**src/rtl/stopwatch_pkg.sv**
```systemverilog
`default_nettype none
// ==================================================================
// Package : stopwatch_pkg
// Brief   : Shared BCD digit type, 7-segment patterns and width helper.
// Revision: 1.0
// ==================================================================
package stopwatch_pkg;

  typedef logic [3:0] bcd_t;

  localparam logic [6:0] c_SEG_0     = 7'h3F;
  localparam logic [6:0] c_SEG_1     = 7'h06;
  localparam logic [6:0] c_SEG_2     = 7'h5B;
  localparam logic [6:0] c_SEG_3     = 7'h4F;
  localparam logic [6:0] c_SEG_4     = 7'h66;
  localparam logic [6:0] c_SEG_5     = 7'h6D;
  localparam logic [6:0] c_SEG_6     = 7'h7D;
  localparam logic [6:0] c_SEG_7     = 7'h07;
  localparam logic [6:0] c_SEG_8     = 7'h7F;
  localparam logic [6:0] c_SEG_9     = 7'h6F;
  localparam logic [6:0] c_SEG_BLANK = 7'h00;

  // Counter width for a modulus of n; never narrower than one bit.
  function automatic int scan_idx_width(input int n);
    return (n <= 1) ? 1 : $clog2(n);
  endfunction

  function automatic logic [6:0] seg_decode(input bcd_t d);
    logic [6:0] seg;
    case (d)
      4'd0:    seg = c_SEG_0;
      4'd1:    seg = c_SEG_1;
      4'd2:    seg = c_SEG_2;
      4'd3:    seg = c_SEG_3;
      4'd4:    seg = c_SEG_4;
      4'd5:    seg = c_SEG_5;
      4'd6:    seg = c_SEG_6;
      4'd7:    seg = c_SEG_7;
      4'd8:    seg = c_SEG_8;
      4'd9:    seg = c_SEG_9;
      default: seg = c_SEG_BLANK;
    endcase
    return seg;
  endfunction

endpackage
`default_nettype wire

```
**src/rtl/bcd_digit.sv**
```systemverilog
`default_nettype none
// ==================================================================
// Module  : bcd_digit
// Brief   : One decimal digit of the cascaded up/down BCD counter.
// Revision: 1.0
// ==================================================================
module bcd_digit
  import stopwatch_pkg::*;
(
  input  logic clock,
  input  logic reset,
  input  logic i_tick,
  input  logic i_down,
  input  logic i_clear,
  output bcd_t o_value,
  output logic o_carry
);

  bcd_t r_value;

  always_ff @(posedge clock or posedge reset) begin
    if (reset) begin
      r_value <= '0;
    end else if (i_clear) begin
      r_value <= '0;
    end else if (i_tick) begin
      if (i_down)
        r_value <= (r_value == 4'd0) ? 4'd9 : r_value - 4'd1;
      else
        r_value <= (r_value >= 4'd9) ? 4'd0 : r_value + 4'd1;
    end
  end

  // Carry on 9->0 going up, borrow on 0->9 going down.
  assign o_carry = i_tick & (i_down ? (r_value == 4'd0) : (r_value >= 4'd9));
  assign o_value = r_value;

endmodule
`default_nettype wire

```
**src/rtl/bcd_stopwatch.sv**
```systemverilog
`default_nettype none
// ==================================================================
// Module  : bcd_stopwatch
// Brief   : Prescaled up/down BCD stopwatch with multiplexed 7-seg scan;
//           define BCD_STOPWATCH_BLANK_EN to blank leading zero digits.
// Revision: 1.0
// ==================================================================
module bcd_stopwatch
  import stopwatch_pkg::*;
#(
  parameter int CLK_HZ      = 1000,
  parameter int DIGITS      = 4,
  parameter int SCAN_CYCLES = 4
) (
  input  logic                clock,
  input  logic                reset,
  input  logic                start_stop,
  input  logic                clear,
  input  logic                down,
  output logic [6:0]          segments,
  output logic [DIGITS-1:0]   digit_sel,
  output logic [4*DIGITS-1:0] count_bcd,
  output logic                running
);

  localparam int c_PW  = scan_idx_width(CLK_HZ);
  localparam int c_SCW = scan_idx_width(SCAN_CYCLES);
  localparam int c_IW  = scan_idx_width(DIGITS);

  logic              r_ss_cur;
  logic              r_ss_prev;
  logic              r_ss_armed;
  logic              r_running;
  logic [c_PW-1:0]   r_presc;
  logic [c_SCW-1:0]  r_scan_cnt;
  logic [c_IW-1:0]   r_scan_idx;
  logic [DIGITS-1:0] r_digit_sel;
  logic [6:0]        r_segments;

  logic              w_ss_rise;
  logic              w_tick;
  logic [DIGITS:0]   w_carry;
  logic              w_unused_wrap;
  logic              w_scan_adv;
  logic [c_IW-1:0]   w_idx_nxt;
  bcd_t              w_digit_nxt;
  logic              w_blank_nxt;

  assign w_ss_rise = r_ss_cur & ~r_ss_prev;
  assign w_tick    = r_running && (r_presc == c_PW'(CLK_HZ - 1));

  // The first edge after reset loads both stages, so a level already high
  // across reset release is not seen as a press.
  always_ff @(posedge clock or posedge reset) begin
    if (reset) begin
      r_ss_cur   <= 1'b0;
      r_ss_prev  <= 1'b0;
      r_ss_armed <= 1'b0;
      r_running  <= 1'b0;
    end else begin
      r_ss_cur   <= start_stop;
      r_ss_prev  <= r_ss_armed ? r_ss_cur : start_stop;
      r_ss_armed <= 1'b1;
      r_running  <= r_running ^ w_ss_rise;
    end
  end

  always_ff @(posedge clock or posedge reset) begin
    if (reset)
      r_presc <= '0;
    else if (clear || w_tick)
      r_presc <= '0;
    else if (r_running)
      r_presc <= r_presc + c_PW'(1);
  end

  assign w_carry[0]    = w_tick;
  assign w_unused_wrap = w_carry[DIGITS];

  for (genvar i = 0; i < DIGITS; i++) begin : g_digit
    bcd_digit u_digit (
      .clock   (clock),
      .reset   (reset),
      .i_tick  (w_carry[i]),
      .i_down  (down),
      .i_clear (clear),
      .o_value (count_bcd[4*i +: 4]),
      .o_carry (w_carry[i+1])
    );
  end

  // Outputs are computed from the next scan index so digit_sel and
  // segments always change together.
  always_comb begin
    w_scan_adv  = (r_scan_cnt == c_SCW'(SCAN_CYCLES - 1));
    w_idx_nxt   = r_scan_idx;
    if (w_scan_adv)
      w_idx_nxt = (r_scan_idx == c_IW'(DIGITS - 1)) ? '0 : r_scan_idx + c_IW'(1);
    w_digit_nxt = '0;
    w_blank_nxt = 1'b0;
`ifdef BCD_STOPWATCH_BLANK_EN
    begin : b_lead
      logic v_lead;
      v_lead = 1'b1;
      for (int i = DIGITS - 1; i >= 0; i--) begin
        v_lead = v_lead && (count_bcd[4*i +: 4] == 4'd0) && (i != 0);
        if (w_idx_nxt == c_IW'(i)) begin
          w_digit_nxt = count_bcd[4*i +: 4];
          w_blank_nxt = v_lead;
        end
      end
    end
`else
    for (int i = 0; i < DIGITS; i++)
      if (w_idx_nxt == c_IW'(i))
        w_digit_nxt = count_bcd[4*i +: 4];
`endif
  end

  always_ff @(posedge clock or posedge reset) begin
    if (reset) begin
      r_scan_cnt  <= '0;
      r_scan_idx  <= '0;
      r_digit_sel <= DIGITS'(1);
      r_segments  <= c_SEG_0;
    end else begin
      r_scan_cnt  <= w_scan_adv ? '0 : r_scan_cnt + c_SCW'(1);
      r_scan_idx  <= w_idx_nxt;
      r_digit_sel <= DIGITS'(1) << w_idx_nxt;
      r_segments  <= w_blank_nxt ? c_SEG_BLANK : seg_decode(w_digit_nxt);
    end
  end

  assign running   = r_running;
  assign digit_sel = r_digit_sel;
  assign segments  = r_segments;

endmodule
`default_nettype wire

```
**config.mk**
```make
export PLATFORM = sky130hd
export DESIGN_NAME = bcd_stopwatch
export DESIGN_NICKNAME = d
export VERILOG_FILES = /design/src/rtl/stopwatch_pkg.sv /design/src/rtl/bcd_digit.sv /design/src/rtl/bcd_stopwatch.sv
export SDC_FILE = /design/constraint.sdc
export NUM_CORES = 1
export LEC_CHECK = 0
export ABC_AREA = 1
export CELL_PAD_IN_SITES_DETAIL_PLACEMENT = 1
export CELL_PAD_IN_SITES_GLOBAL_PLACEMENT = 1
export CORE_MARGIN = 5
export CORE_UTILIZATION = 30
export CTS_CLUSTER_SIZE = 40
export DETAILED_ROUTE_END_ITERATION = 8
export GPL_ROUTABILITY_DRIVEN = 1
export GPL_TIMING_DRIVEN = 0
export PLACE_DENSITY_LB_ADDON = 0.05
export SLEW_MARGIN = 20
export SYNTH_ARGS = -nofsm -noshare
export SYNTH_HDL_FRONTEND = slang
export SYNTH_SLANG_ARGS = --single-unit
```
**constraint.sdc**
```tcl
create_clock -name clock -period 2.65 [get_ports clock]
set_input_delay 0.6625 -clock clock [delete_from_list [all_inputs] [get_ports clock]]
set_output_delay 0.6625 -clock clock [all_outputs]
set_load 0.01 [all_outputs]
```
==> run summary, run 1 <==
The H-tree was split into 2 levels. The run gives 0.142 as the global-route usage over all layers. Clock-pin slew was measured on the worst setup and hold paths at 0.10 ns.

Final count of pins violating max slew: 0. Via count of the first global-routing pass: 2716. Sorting the synthesized cells by area gives the leading types as dfrtp_1 (32%), nand2_1 (13%), ha_1 (11%), dfstp_2 (6.2%), nand3_1 (5.9%). In this run, the number of DRC markers left after iteration 0 of detailed routing was 110. The net count reported at finish was 455.

The global-route wire length before repair was 13300 um; the maximum VDD drop was 0.254 mV. Setup violations remaining at the end of the flow were counted as 0. Worst hold-check path type: reg -> reg. The analysis attributes to cell leakage a power of 1.73 nW. TritonCTS built the clock tree.

The synthesized design spends more area on one cell type than any other, namely dfrtp_1. The clock period could shrink to 2.17 ns. The run gives 386 as the synthesized instance count.

Max-cap violations in this run came to 0. The post-CTS setup repair buffer count was 0; the core region area was 0.00968 sq mm. The logs give 0 for the count of inserted antenna diode cells and 0.614 for the worst slew slack as a fraction of its limit. The floorplan has 36 rows. At the worst endpoint, the required time is 2.91 ns. Setup repair after global routing left no endpoint under its margin. 33 I/O pins were placed. The starting density of the core is 0.306. The width of the chip is 109 um. The synthesized netlist contains 37 unique library cells.

Number of antenna violations at the first check in global routing: 0. The run gives 0 as the Yosys warning count. The category of the worst setup path launch point was a primary input. After synthesis the cells add up to 0.00296 sq mm. Routability-driven placement finished with a final weighted congestion of 0.814. The remaining global-route overflow is 0. For the final database, setup skew stands at 0.0198 ns. The run gives 2622 as the via total after detailed routing. Among all cell types in the netlist, the one instantiated most often is nand2_1.

The number of hold buffers added after CTS was 0. The share of the core filled with cells in the final layout was 0.370. The setup path with the least slack is of type in -> reg. In the final routed layout, each cell accounts on average for 14.0 um.

After clock tree synthesis, the repair step resized 0 gates. The fraction of layout instances using a drive strength above 1 works out to 0.106. For the area of all placed cells without fillers, the log shows 0.00358 sq mm. For the pin count of the biggest net entering global routing, the log shows 30. A synthesized cell averages 7.68 sq um.

STA classifies the critical path endpoint as a register. The top fanout value on the critical path is 10, and the area enclosed by the die boundary is 0.0120 sq mm. The transition time at the pin with the least slew margin is 0.578 ns, and the number of buffers created by CTS is 5. The pre-antenna-repair detailed-routing pass consisted of 4 iterations. Dividing the detail-routed via count by the number of cells gives 4.69. The tools report the setup TNS as 0 ns. After detailed routing, the number of remaining DRC violations is 0. The synthesized design contains 45 register bits. The die outline height was 109 um; the final cycle utilization of the critical path was 0.819. Clock tree buffer depth: 2.

The tools report the clock net sink count as 45. Compared with the post-synthesis result, the final layout area differs by 20.8%. In this run the remaining antenna-violating nets after routing total 0.

Detailed placement ended at an HPWL of 6070 um. The logs give 0 for the final number of hold-violating endpoints and 416 for the net count after synthesis. The number of enable flip-flop cells after synthesis is 0, and the areal power density over the cells is 541 mW/mm^2. Input and output buffers added on the ports amount to 31.

The most used flip-flop cell after synthesis is dfrtp_1. The run finished with clean final reports. For the data arrival time of the worst path, the log shows 2.43 ns.

At the later pin of the worst-skew pair, clock insertion delay measures 0.31 ns. The final wirelength was 7820 um. The tree is rooted in a clkbuf_8. The tightest hold path in the finished design has a slack of 0.441 ns. The fraction of post-synthesis cell area in the top cell type by area came out at 0.321. Once placement finished, the instance area stood at 0.00346 sq mm.

The maximum achievable frequency is 461 MHz. After synthesis, the most frequently instantiated cells are nand2_1 (105), inv_1 (40), dfrtp_1 (38). Proportion of synthesized flip-flops having asynchronous set or reset: 1.00. The run gives 0.383 as the sequential-to-total area share from yosys stat.
sequential cells by signal, indices dropped and copies added (netlist names):
register / count
segments: 7
r_scan_idx: 2
g_digit.u_digit.o_value: 16
r_scan_cnt: 2
digit_sel: 4
r_ss_armed: 1
r_ss_prev: 1
r_presc: 10
running: 1
r_ss_cur: 1
per-layer routing:
metal,vias up,track usage,part of all wire
li1,1334,-,-
met1,1250,0.193,0.52
met2,32,0.234,0.45
met3,6,0.0241,0.022
met4,0,0.0383,0.011
met5,-,0,0
cells in the final DEF, fill, tap and decap left out, types with 2 or more instances in the layout:
cell type,count
nor2_4,2
o22ai_1,2
a31oi_1,2
nor2_1,25
nand2_2,2
dfrtp_1,38
o211ai_1,3
nand2_1,105
o21ai_0,21
clkbuf_1,4
dfstp_2,7
nor3_1,9
clkbuf_8,6
o21ai_1,3
nand2_4,5
xor2_1,7
ha_1,25
a21oi_1,14
buf_2,2
nand4_1,11
nand3_1,35
inv_1,39
clkdlybuf4s50_1,31
inv_2,8
nand3b_1,2
o21a_1,2
final cells by class:
class / count / area (sq um)
Clock buffer: 6 / 82.6
Sequential cell: 45 / 1130
Buffer: 8 / 37.5
Tap cell: 133 / 166
Clock inverter: 2 / 37.5
Fill cell: 1211 / 6100
Inverter: 48 / 185
Multi-Input combinational cell: 285 / 1610
Timing Repair Buffer: 32 / 330
stage by stage:
stage | worst slack [ns] | std cells | total power, mW
final | 0.481 | 559 | 1.94
after global routing | 0.329 | 559 | 2.09
after CTS | 0.446 | 559 | 1.98
after detailed placement | 0.117 | 551 | 1.39
after global placement | -0.153 | 550 | 1.38
after floorplan | 0.803 | 386 | 1.18
report_power, final:
part           switching, mW  internal (mW)
Combinational          0.303          0.231
Clock                  0.257          0.307
Sequential            0.0957          0.744
worst paths after layout:
path | cells after the start | startpoint | slack [ns] | to
worst min-delay path | 1 | r_scan_cnt[0] | 0.44 | r_scan_cnt[0]
worst max-delay path | 7 | clear | 0.48 | g_digit[3].u_digit.o_value[2]
worst max register to register | 15 | r_scan_idx[0] | 0.56 | segments[5]
min in group asynchronous | 2 | reset | 0.65 | digit_sel[3]
worst min register to register | 1 | r_scan_cnt[0] | 0.44 | r_scan_cnt[0]
max in group asynchronous | 3 | reset | 1.44 | digit_sel[0]
worst max-delay path, stage by stage:
cell and delay, ns:
clkdlybuf4s50_1 0.54, inv_1 0.12, clkbuf_1 0.40, o21ai_0 0.31, nor3_1 0.24, nand3_1 0.09, nand2_1 0.07
cell families (layout without fill, tap and decap cells):
group	count (synthesis)	count (layout)	synth area share
mux	1	1	0.00380
fa+ha+maj	25	25	0.106
flops	45	45	0.383
xor+xnor	7	7	0.0207
compound gates	49	49	0.0912
other cells	1	1	0.00127
simple gates	202	202	0.320
buf+inv	56	96	0.0751
(Power assumes the default switching activity.)
==> run 2: changes to the inputs <==
clock period = 2.2 ns   (was 2.65 ns; I/O delays follow)
==> run summary, run 2 (synthesis results as in run 1) <==
Number of buffers created by CTS: 5. The tightest min-delay check is of the reg -> reg type. For the pin with the worst max-slew slack, the measured transition is 0.581 ns. The standard cell area after detailed placement came out at 0.00346 sq mm. Dividing total power by cell area gives a power density of 648 mW/mm^2.

Together, buffers and inverters on the worst path number 2. Summed over all failing endpoints, the final setup total negative slack is 0 ns. The final wirelength is 7830 um, and the count of routing violations after the opening detailed-route iteration is 98. The worst path meets setup with 0.169 ns of slack.

For the worst setup path, the data required time is 2.45 ns. The tools report the pin count of the biggest net entering global routing as 30. The die outline height came out at 109 um. Count of input and output buffers: 31. The startpoint identified for the worst register-to-register timing path is r_scan_idx[0]. The fraction of layout instances using a drive strength above 1 was 0.119. The run gives 0.306 mV as the maximum VDD drop. The tree is rooted in a clkbuf_8.

The internal cell power is 1.54 mW. The flow ran to the end, and the final reports show no timing, DRC or antenna violations. The tools report the area enclosed by the die boundary as 0.0120 sq mm. After detailed routing, the number of vias per cell comes to 4.67. The sequential cell fraction of total power was 0.433; the estimated wirelength of the detail-placed design was 6070 um.

The total of max-cap violations was 0. The final critical-path required period was 2.03 ns; the final cycle utilization of the critical path was 0.923. The startpoint-to-endpoint class of the critical path was reg -> reg. The number of antenna violations at the first check in global routing was 0.

Before CTS, the worst setup slack after placement is -0.221 ns. On the critical path the largest part of the delay comes from simple AND/OR/NAND/NOR gates. Global-route usage over all layers: 0.142. The share of the core filled with cells in the final layout is 0.372. The signal on the critical path passes through ha_1 > inv_1 > nand2_2 > nand2_4 > inv_6 > nor2_8 > nand2_1 > nand2_1 > nand2_2 > ha_1 > nand3b_1 > nand2_1 > nand2_1 > nand2_1. STA classifies the critical path startpoint as a register. The library cells used most frequently in the layout, excluding fill and tap cells, are nand2_1 (104), dfrtp_1 (38), inv_1 (37), nand3_1 (35), clkdlybuf4s50_1 (31).

The remaining global-route overflow is 0. The maximum cell stage delay along the critical path came out at 0.42 ns. The first TritonRoute pass finished after 4 iterations. Core region area: 0.00968 sq mm. On the critical path, the stage with the largest delay is an instance of dfrtp_1.

Routability-driven placement finished with a final weighted congestion of 0.814. The top-level I/O count came out at 33. For the final database, setup skew stands at 0.0201 ns. The register with the most flip-flops in the layout has 16 of them. The clock tree buffer depth came out at 2. After the last flow step, the layout net total stands at 456. TritonCTS built the clock tree.

The tightest hold path in the finished design has a slack of 0.448 ns. The number of standard-cell rows in the floorplan was 36. In this run the most critical hold path is launched from r_scan_cnt[0].

STA classifies the critical path endpoint as a register. The repair_antennas step left the layout with diodes totalling 0. The number of cells in the finished layout apart from fillers is 560. The clock reaches the later pin of the worst-skew pair after 0.31 ns. For the H-tree depth, the log shows 2. The worst-case register-to-register setup slack came out at 0.17 ns.

The clock group share of total power is 0.291. Once detail routing completed, the nets flagged for antenna violations numbered 0. The number of cells traversed by the worst register-to-register path came out at 14. For hold timing, the worst endpoint is r_scan_cnt[0]. Of all nets on the critical path, the largest fanout is 7. The width of the chip was 109 um; the clock-pin slew of the registers on the worst-case setup and hold paths was 0.09 ns. Total design power: 2.33 mW. In this run the static leakage power is 1.74 nW.

The global-route wire length before repair came out at 13300 um. Logic gate share of total power: 0.276. For the maximum achievable frequency, the log shows 492 MHz.

Cell repeated most along the worst path: nand2_1. In the routed design, unresolved DRC markers number 0. The number of placed instances, taps included, is 551. For this design, the sink count on the clock tree is 45.

The net switching fraction of the power is 0.338. The switching component of the power is 789 uW. The tools report the final number of hold-violating endpoints as 0. Data arrival time of the worst path: 2.28 ns. The worst register-to-register path ends at segments[0].

The area growth from synthesis to layout is 21.5%. The detailed router placed 2616 vias in this run. The detail-routed net length per standard cell is 14.0 um. The worst hold path stage count was 1.

The starting density of the core is 0.306, and the setup-violating endpoint count in the final report is 0. The count of hold-fix buffers inserted at cts is 0, and the worst slew slack as a fraction of its limit is 0.613. The area of all placed cells without fillers is 0.00360 sq mm. The via count of the first global-routing pass came out at 2716.

The library cell used most frequently in the layout, excluding fill and tap cells, is nand2_1. The run gives 0 as the final count of pins violating max slew.
## run 2: area by class of cell
type	instances	area, sq um
clock inverter	2	37.5
buffer	8	38.8
clock buffer	6	82.6
sequential	45	1130
inverter	48	188
tap	133	166
timing repair buffer	33	338
multi-input combinational	285	1620
fill	1209	6080
## run 2: timing repair
| action | CTS | global route |
|---|---|---|
| gates resized for setup | 0 | 8 |
| endpoints found under the setup margin | 0 | 8 |
| setup buffers | 0 | 1 |
## run 2: layer usage
layer / up-vias / part of all wire / GRT usage
met3: 6 / 0.022 / 0.0241
li1: 1335 / - / -
met2: 36 / 0.45 / 0.234
met1: 1239 / 0.52 / 0.193
met5: - / 0 / 0
met4: 0 / 0.011 / 0.0383
## run 2: how the worst max path moves through the flow
stage / to / startpoint / cells after the start
global route: segments[0] / r_scan_idx[0] / 14
CTS: segments[5] / r_scan_idx[0] / 15
floorplan: segments[0] / r_scan_idx[0] / 15
finish: segments[0] / r_scan_idx[0] / 14
detailed placement: g_digit[3].u_digit.o_value[2] / clear / 7
global placement: g_digit[0].u_digit.o_value[2] / reset / 2
## run 2: worst register-to-register path, stage by stage (launching register included)
cell,delay (ns)
dfrtp_1,0.42
ha_1,0.30
inv_1,0.06
nand2_2,0.08
nand2_4,0.12
inv_6,0.06
nor2_8,0.12
nand2_1,0.06
nand2_1,0.10
nand2_2,0.09
ha_1,0.20
nand3b_1,0.18
nand2_1,0.09
nand2_1,0.05
nand2_1,0.06
## run 2: power groups by stage
stage               Clock (mW)  Combinational (mW)  Sequential [mW]
CTS                      0.714               0.653             1.01
floorplan                    0               0.402             1.02
detailed placement           0               0.649             1.03
finish                   0.680               0.643             1.01
global placement             0               0.635             1.03
global route             0.758               0.730             1.03
